[config.mk]
export PLATFORM = sky130hd
export DESIGN_NAME = alu_arit_secuencial
export DESIGN_NICKNAME = d
export VERILOG_FILES = /design/src/rtl/alu_pkg.sv /design/src/rtl/iter_muldiv.sv /design/src/rtl/alu_arit_secuencial.sv
export SDC_FILE = /design/constraint.sdc
export NUM_CORES = 1
export LEC_CHECK = 0
export ABC_CLOCK_PERIOD_IN_PS = 3730
export CORE_MARGIN = 1
export CORE_UTILIZATION = 54
export CTS_CLUSTER_DIAMETER = 100
export DETAILED_ROUTE_END_ITERATION = 10
export PLACE_DENSITY = 0.86
export SYNTH_ARGS = -nofsm -noshare
export SYNTH_HDL_FRONTEND = slang
export SYNTH_HIERARCHICAL = 1
export SYNTH_SLANG_ARGS = --single-unit
[constraint.sdc]
create_clock -name clk -period 3.73 [get_ports clk]
set_clock_uncertainty 0.15 [all_clocks]
set_input_delay 0.5595 -clock clk [delete_from_list [all_inputs] [get_ports clk]]
set_output_delay 0.5595 -clock clk [all_outputs]
set_load 0.05 [all_outputs]
[src/rtl/alu_pkg.sv]
// alu_pkg: shared op codes, FSM states and flag bundle for the sequential arithmetic unit
package alu_pkg;
  typedef enum logic [2:0] {
    OP_ADD  = 3'd0,
    OP_SUB  = 3'd1,
    OP_DIV  = 3'd2,
    OP_MUL  = 3'd3,
    OP_REM  = 3'd4,
    OP_MULH = 3'd5
  } op_e;
  typedef enum logic {IDLE = 1'b0, CALC = 1'b1} state_e;
  typedef struct packed {
    logic carry;
    logic ovf;
    logic zero;
    logic dz;
  } flags_t;
  function automatic logic is_div(input logic [2:0] op);
    return op == OP_DIV || op == OP_REM;
  endfunction
endpackage

[src/rtl/iter_muldiv.sv]
// iter_muldiv: shared shift-add multiplier / restoring divider, one step per enabled edge
module iter_muldiv import alu_pkg::*; #(
  parameter int N = 8
) (
  input  logic           clk,
  input  logic           rst_n,
  input  logic           load,
  input  logic           step,
  input  logic           div,
  input  logic [N-1:0]   a_in,
  input  logic [N-1:0]   b_in,
  input  logic [N-1:0]   a,
  input  logic [N-1:0]   b,
  output logic [2*N-1:0] prod,
  output logic [N-1:0]   quo,
  output logic [N-1:0]   rem,
  output logic           last
);
  localparam int W = $clog2(N + 1);
  logic [2*N-1:0] acc, acc_nxt;
  logic [N-1:0]   sh, sh_nxt;
  logic [W-1:0]   cnt;
  logic [N:0]     add_s, shl, rem_nxt;
  logic [N+1:0]   t;
  assign add_s   = {1'b0, acc[2*N-1:N]} + (sh[0] ? {1'b0, a} : '0);
  assign shl     = {acc[N-1:0], sh[N-1]};
  assign t       = {1'b0, shl} - {2'b0, b};
  assign rem_nxt = t[N+1] ? shl : t[N:0];
  assign acc_nxt = div ? {{(N-1){1'b0}}, rem_nxt} : {add_s, acc[N-1:1]};
  assign sh_nxt  = div ? {sh[N-2:0], ~t[N+1]} : sh >> 1;
  assign prod    = acc_nxt;
  assign quo     = sh_nxt;
  assign rem     = rem_nxt[N-1:0];
  assign last    = cnt == W'(N - 1);
  // load seeds the shift register with the dividend or multiplier; each step advances one bit
  always_ff @(posedge clk or negedge rst_n) begin
    if (!rst_n) begin
      acc <= '0;
      sh  <= '0;
      cnt <= '0;
    end else if (load) begin
      acc <= '0;
      sh  <= div ? a_in : b_in;
      cnt <= '0;
    end else if (step) begin
      acc <= acc_nxt;
      sh  <= sh_nxt;
      cnt <= cnt + W'(1);
    end
  end
endmodule

[src/rtl/alu_arit_secuencial.sv]
// alu_arit_secuencial: multi-cycle add/sub/mul/div unit with start/busy/done handshake
module alu_arit_secuencial import alu_pkg::*; #(
  parameter int N = 8
) (
  input  logic         clk,
  input  logic         rst_n,
  input  logic         start,
  input  logic [N-1:0] A,
  input  logic [N-1:0] B,
  input  logic [2:0]   s,
  output logic         busy,
  output logic         done,
  output logic [N-1:0] out,
  output logic         carry,
  output logic         ovf,
  output logic         zero,
  output logic         dz
);
  state_e         state;
  logic [2:0]     op_r;
  logic [N-1:0]   a_r, b_r, res, quo, rem;
  logic [2*N-1:0] prod;
  logic [N:0]     sum, dif;
  flags_t         flg, flg_c;
  logic           load, step, last, dz_c, iter, fin;
  assign load  = state == IDLE && start;
  assign step  = state == CALC;
  assign dz_c  = is_div(op_r) && b_r == '0;
  assign iter  = op_r == OP_MUL || op_r == OP_MULH || (is_div(op_r) && !dz_c);
  assign fin   = step && (!iter || last);
  assign sum   = {1'b0, a_r} + {1'b0, b_r};
  assign dif   = {1'b0, a_r} - {1'b0, b_r};
  assign busy  = state == CALC;
  assign carry = flg.carry;
  assign ovf   = flg.ovf;
  assign zero  = flg.zero;
  assign dz    = flg.dz;
  iter_muldiv #(.N(N)) u_md (
    .clk   (clk),
    .rst_n (rst_n),
    .load  (load),
    .step  (step),
    .div   (load ? is_div(s) : is_div(op_r)),
    .a_in  (A),
    .b_in  (B),
    .a     (a_r),
    .b     (b_r),
    .prod  (prod),
    .quo   (quo),
    .rem   (rem),
    .last  (last)
  );
  // result and flag selection; codes outside the table fall back to add
  always_comb begin
    res       = sum[N-1:0];
    flg_c     = '0;
    flg_c.carry = sum[N];
    flg_c.ovf   = (a_r[N-1] == b_r[N-1]) && (sum[N-1] != a_r[N-1]);
    case (op_r)
      OP_SUB: begin
        res         = dif[N-1:0];
        flg_c.carry = dif[N];
        flg_c.ovf   = (a_r[N-1] != b_r[N-1]) && (dif[N-1] != a_r[N-1]);
      end
      OP_DIV: begin
        res         = dz_c ? '1 : quo;
        flg_c.carry = 1'b0;
        flg_c.ovf   = 1'b0;
      end
      OP_REM: begin
        res         = dz_c ? a_r : rem;
        flg_c.carry = 1'b0;
        flg_c.ovf   = 1'b0;
      end
      OP_MUL: begin
        res         = prod[N-1:0];
        flg_c.carry = |prod[2*N-1:N];
        flg_c.ovf   = 1'b0;
      end
      OP_MULH: begin
        res         = prod[2*N-1:N];
        flg_c.carry = 1'b0;
        flg_c.ovf   = 1'b0;
      end
      default: ;
    endcase
    flg_c.dz   = dz_c;
    flg_c.zero = res == '0;
  end
  // two-state control: latch operands on accept, register result and flags on the final step
  always_ff @(posedge clk or negedge rst_n) begin
    if (!rst_n) begin
      state <= IDLE;
      op_r  <= '0;
      a_r   <= '0;
      b_r   <= '0;
      out   <= '0;
      flg   <= '0;
      done  <= 1'b0;
    end else begin
      done <= fin;
      if (load) begin
        state <= CALC;
        op_r  <= s;
        a_r   <= A;
        b_r   <= B;
      end
      if (fin) begin
        state <= IDLE;
        out   <= res;
        flg   <= flg_c;
      end
    end
  end
endmodule

==> flow_metrics.tcl, run 1 <==
set metrics [dict create \
    antenna_cells 0 \
    synth_edf_count 0 \
    dp_slack_ps -23.8 \
    path_max_fanout 4 \
    die_area_um2 9860 \
    synth_top_area_share_pct 29.9 \
    grt_max_degree 63 \
    fmax_mhz 275 \
    final.min_clock_period_ps 3640 \
    placed_cells 748 \
    final_max_slew_viol_count 0 \
    die_h_um 99.3 \
    grt_pass1_vias 4795 \
    nFillCells 735 \
    synth_ff_type "dfrtp_1" \
    ios 36 \
    yosysSeqAreaShare_pct 29.9 \
    die_w_um 99.3 \
    drc 0 \
    rows 35 \
    avgSynthCellArea_um2 8.68 \
    synthTopCellsByArea "dfrtp_1 30%, ha_1 8.3%, mux2_2 5.9%" \
    critPathCaptureType "register" \
    worstSetupPathType "reg -> reg" \
    synth.most_common_cell "dfrtp_1" \
    coreArea_um2 9200 \
    grtUsageTotal_pct 34.0 \
    synth_nets 649 \
    crit_arrival_ps 3790 \
    ys_warn_count 6 \
    wire_per_inst_um 20.8 \
    place.port_buffers 35 \
    drt_first_pass_iters 5 \
    period_share_pct 97.5 \
    antenna_found_initial 0 \
    hold_path_class "in -> async" \
    clk_latency_ps 360 \
    grt_pass1_wl_um 25400 \
    wl_um 16100 \
    synth_area_um2 5110 \
    place_congestion 0.988 \
    ys_types 76 \
    rsz0062_at_grt "yes" \
    layout.cells.non_filler 772 \
    status "completed" \
    report.final.hold_viol_count 0 \
    drtAntennaViolNets 0 \
    cts-root-buf "clkbuf_8" \
    ys_seq_elements 61 \
    cap_violations 0 \
    syn_to_final_growth_pct 20.1 \
    setup_violations 0 \
    overflow 0 \
    synth_common_cells "61 x dfrtp_1, 56 x nand2_1, 48 x nor2_1, 48 x o21ai_0, 35 x a21oi_1" \
    cts_made_buffers 9 \
    via_per_inst 6.41 \
    cts_buffer_depth 2 \
    drt_iter0_markers 547 \
    path_clk_slew_ps 90 \
    initial_core_util_pct 55.6 \
    fin_ws_ps 91.8 \
    fin_nets 716 \
    required_ps 3880 \
    cts_tree "yes" \
    async_flop_share_pct 100 \
    clkSinkCount 61 \
    whs_ps 188 \
    num_vias 4951 \
    yosys.area.top_type "dfrtp_1" \
    cts.htree.levels 3 \
    syn_inst 589 \
    tightest_slew_ps 938 \
    crit_path_start_kind "register" \
    drive_above_1_share_pct 20.1 \
    postLayoutCoreUtil_pct 66.8 \
    maxSlewHeadroom_pct 37.5 \
    dp_hpwl_um 12300 \
]
[state kept, by name, indices dropped and copies added (netlist names)]
name / flops
u_md/acc: 16
a_r: 8
b_r: 8
out: 8
u_md/sh: 8
u_md/cnt: 4
op_r: 3
busy: 1
carry: 1
done: 1
dz: 1
ovf: 1
zero: 1
[worst max-delay path, cell delays in order, from the launching register on]
cell and delay [ps]:
dfrtp_1 420, ha_1 320, nor2b_4 130, o31a_1 340, o31ai_4 300, buf_6 150, nand3_2 70, and2_4 150
mux2_4 260, a22oi_2 170, o221ai_1 120, a311oi_1 250, buf_4 170, nand4_4 100, nor4_2 270, a32o_1 190
[cell usage in the layout (no fill, tap or decap), types with 3 or more instances in the layout]
cell,netlist,layout
a211oi_1,7,5
a211oi_2,1,3
a21o_1,14,14
a21oi_1,35,29
a21oi_2,0,6
a31oi_1,10,10
and2_1,14,13
and4_1,3,3
buf_4,0,48
clkbuf_8,1,10
clkdlybuf4s50_1,0,34
dfrtp_1,61,61
fa_1,4,3
ha_1,34,34
inv_1,30,30
mux2_2,27,26
mux2i_1,17,17
nand2_1,56,56
nand2b_1,4,4
nand3_1,5,4
nand3b_1,4,4
nor2_1,48,48
nor2b_1,14,11
nor3_1,15,14
nor4_1,3,3
nor4_2,3,3
o2111ai_1,3,3
o211ai_1,3,3
o21a_1,7,7
o21ai_0,48,45
o21ai_1,3,5
o21bai_1,4,4
o221ai_1,4,3
o31ai_1,4,3
o32ai_1,3,3
xnor2_1,6,6
xor2_1,12,12
[worst paths after layout]
| kind | slack (ps) | from | cells past startpoint | end |
|---|---|---|---|---|
| setup / recovery | 90 | u_md/acc[0]$_DFFE_PN0P_ | 15 | zero$_DFFE_PN0P_ |
| hold / removal | 190 | rst_n | 1 | u_md/acc[14]$_DFFE_PN0P_ |
| setup reg to reg | 90 | u_md/acc[0]$_DFFE_PN0P_ | 15 | zero$_DFFE_PN0P_ |
| hold reg to reg | 340 | ovf$_DFFE_PN0P_ | 2 | ovf$_DFFE_PN0P_ |
| max in group asynchronous | 2380 | rst_n | 2 | b_r[0]$_DFFE_PN0P_ |
| min in group clk | 340 | ovf$_DFFE_PN0P_ | 2 | ovf$_DFFE_PN0P_ |
[metal layers]
metal | track usage (%) | part of all wire (%)
met1 | 45.4 | 42
met2 | 55.4 | 47
met3 | 5.06 | 7.7
met4 | 13.7 | 3.0
met5 | 0 | 0
[layout make-up]
cell class                      count  area, um2  share of cell area [%]
Clock inverter                      5       58.8                   0.958
Inverter                           31        121                    1.98
Clock buffer                       11        141                    2.30
Sequential cell                    61       1530                    24.9
Tap cell                          111        139                    2.26
Multi-Input combinational cell    469       3440                    56.0
Timing Repair Buffer               84        717                    11.7
[timing repair]
action,CTS,global route
hold buffers,0,0
pin swaps,0,20
hold endpoints to repair,0,0
setup buffers,0,8
resized for setup,2,25
setup endpoints to repair,1,3
[stage by stage]
stage / area, um2 / setup TNS, ps
CTS: 5980 / 0
finish: 6140 / 0
floorplan: 5110 / 0
global route: 6140 / -32.0
detailed placement: 5780 / -23.8
global placement: 5780 / 0
[cell families (layout without fill, tap and decap cells)]
group | Yosys count | after routing | share of synthesized area (%)
AOI/OAI and AO/OA | 183 | 183 | 24.4
xor gates and xnor gates | 18 | 18 | 3.08
adders and majority gates | 38 | 38 | 9.89
buffers and inverters | 59 | 131 | 5.04
DFF | 61 | 61 | 29.9
muxes | 44 | 44 | 9.28
and+or+nand+nor | 186 | 186 | 18.4
Power of run 1 is not shown: default switching activity piles up to over one toggle a cycle in this logic, so the estimate is an artifact.
==> inputs of run 2 (changes only) <==
--- a/config.mk
+++ b/config.mk
@@ -10,7 +10,7 @@
 export CORE_UTILIZATION = 54
 export CTS_CLUSTER_DIAMETER = 100
 export DETAILED_ROUTE_END_ITERATION = 10
-export PLACE_DENSITY = 0.86
+export PLACE_DENSITY = 0.74
 export SYNTH_ARGS = -nofsm -noshare
 export SYNTH_HDL_FRONTEND = slang
 export SYNTH_HIERARCHICAL = 1
==> run 2 against run 1 <==
The flow now finishes with violations (negative hold slack). Sequential cell count is the same. Largest cell class unchanged. Die area did not move. Critical path type unchanged. Cell area rose by 2.4%.
==> flow_metrics.tcl, run 2 (synthesized netlist as in run 1, its figures left out) <==
set metrics [dict create \
    status "finished with violations" \
    violations "negative hold slack" \
    clk_latency_ps 350 \
    place_congestion 0.941 \
    overflow 0 \
    cts_tree "yes" \
    drt_first_pass_iters 5 \
    drtAntennaViolNets 0 \
    period_share_pct 97.7 \
    dp_hpwl_um 12100 \
    largest_reg_flops 16 \
    drt_iter0_markers 500 \
    hold_path_class "in -> async" \
    fin_nets 720 \
    cts.htree.levels 3 \
    ff_latch_area_um2 1530 \
    final_max_slew_viol_count 0 \
    path_clk_slew_ps 80 \
    tightest_slew_ps 634 \
    critPathCaptureType "register" \
    maxSlewHeadroom_pct 57.8 \
    worstSetupPathType "reg -> reg" \
    die_h_um 99.3 \
    largest-register "u_md/acc" \
    die_area_um2 9860 \
    grt_max_degree 43 \
    initial_core_util_pct 55.6 \
    clkSinkCount 61 \
    layout_commonest_cell "dfrtp_1" \
    nFillCells 753 \
    multiInputGateArea_um2 3510 \
    fin_ws_ps 85.2 \
    cts_buffer_depth 2 \
    path_max_fanout 5 \
    cp-startpoint "b_r[1]$_DFFE_PN0P_" \
    drive_above_1_share_pct 21.8 \
    cp_cell_sequence "inv_2, ha_4, nor2b_4, o31a_1, buf_6, o31a_4, nor2_4, buf_6, o211ai_1, o21a_1, nand2_1, o2bb2ai_1, nand2_1, o221ai_2, a221o_1, nor4_4, a32o_1" \
    required_ps 3860 \
    wire_per_inst_um 20.6 \
    grtUsageTotal_pct 32.9 \
    syn_to_final_growth_pct 23.0 \
    crit_arrival_ps 3780 \
    final.min_clock_period_ps 3640 \
    report.final.hold_viol_count 11 \
    dp_slack_ps -39.9 \
    grt_pass1_wl_um 24600 \
    die_w_um 99.3 \
    ios 36 \
    antenna_found_initial 1 \
    postCtsHoldBufs 0 \
    cp_slowest_cell "dfrtp_1" \
    crit_path_start_kind "register" \
    place.port_buffers 35 \
    layout.cells.most_common_list "58 x dfrtp_1, 56 x nand2_1, 50 x buf_4" \
    setup_violations 0 \
    cts-root-buf "clkbuf_8" \
    whs_ps -3.96 \
    critPathTopFamily "compound AO/OA/AOI/OAI gates" \
    cts_made_buffers 9 \
    fmax_mhz 274 \
    critPathMaxStageDelay_ps 390 \
    via_per_inst 6.33 \
    rows 35 \
    grt_pass1_vias 4537 \
    drc 0 \
    wl_um 16000 \
    worst-path-buf-inv 3 \
    timing.rr.start "b_r[1]$_DFFE_PN0P_" \
    cap_violations 0 \
    num_vias 4920 \
    coreArea_um2 9200 \
]
run 2: cell types whose count changed in the layout (fill, tap and decap cells not counted), moves of 3 or more:
cell     delta
ha_1        -5
ha_4        +5
dfrtp_1     -3
dfrtp_2     +3
run 2: final cells by class:
class	count	area share, %
clock buffer	12	2.47
clock inverter	4	1.11
tap	111	2.21
inverter	31	1.93
sequential	61	24.3
timing repair buffer	88	12.0
multi-input combinational	469	55.9
antenna	1	0.0398
run 2: final timing paths:
kind | endpoint | slack [ps] | cells after the start
setup / recovery | zero$_DFFE_PN0P_ | 90 | 17
hold / removal | u_md/sh[5]$_DFFE_PN0P_ | -4 | 1
setup reg to reg | zero$_DFFE_PN0P_ | 90 | 17
hold reg to reg | out[2]$_DFFE_PN0P_ | 330 | 2
max in group asynchronous | u_md/acc[0]$_DFFE_PN0P_ | 2500 | 2
min in group clk | out[2]$_DFFE_PN0P_ | 330 | 2
run 2: what timing repair did:
item,4_1_cts,5_1_grt
setup buffers,0,11
pin swaps,0,17
endpoints found under the setup margin,1,2
resized for setup,2,39
run 2: per-stage QoR:
step	utilization, %	TNS [ps]	hold slack, ps	cells	instance area (um2)
CTS	65.4	0	8.15	765	6010
detailed placement	62.9	-39.9	324	749	5790
floorplan	-	0	114	589	5110
global route	68.3	-41.5	30.7	776	6280
global placement	62.9	0	313	749	5790
finish	68.4	0	-3.96	777	6290
run 2: routing by layer:
layer  track usage, %  wire (um)  vias to the layer above
met5                0          0                        -
met4             13.6        560                        0
met3             3.79       1160                       42
met2             50.9       7160                      249
met1             47.0       7130                     2344
li1                 -          -                     2285
Power of run 2 is left out for the same reason.
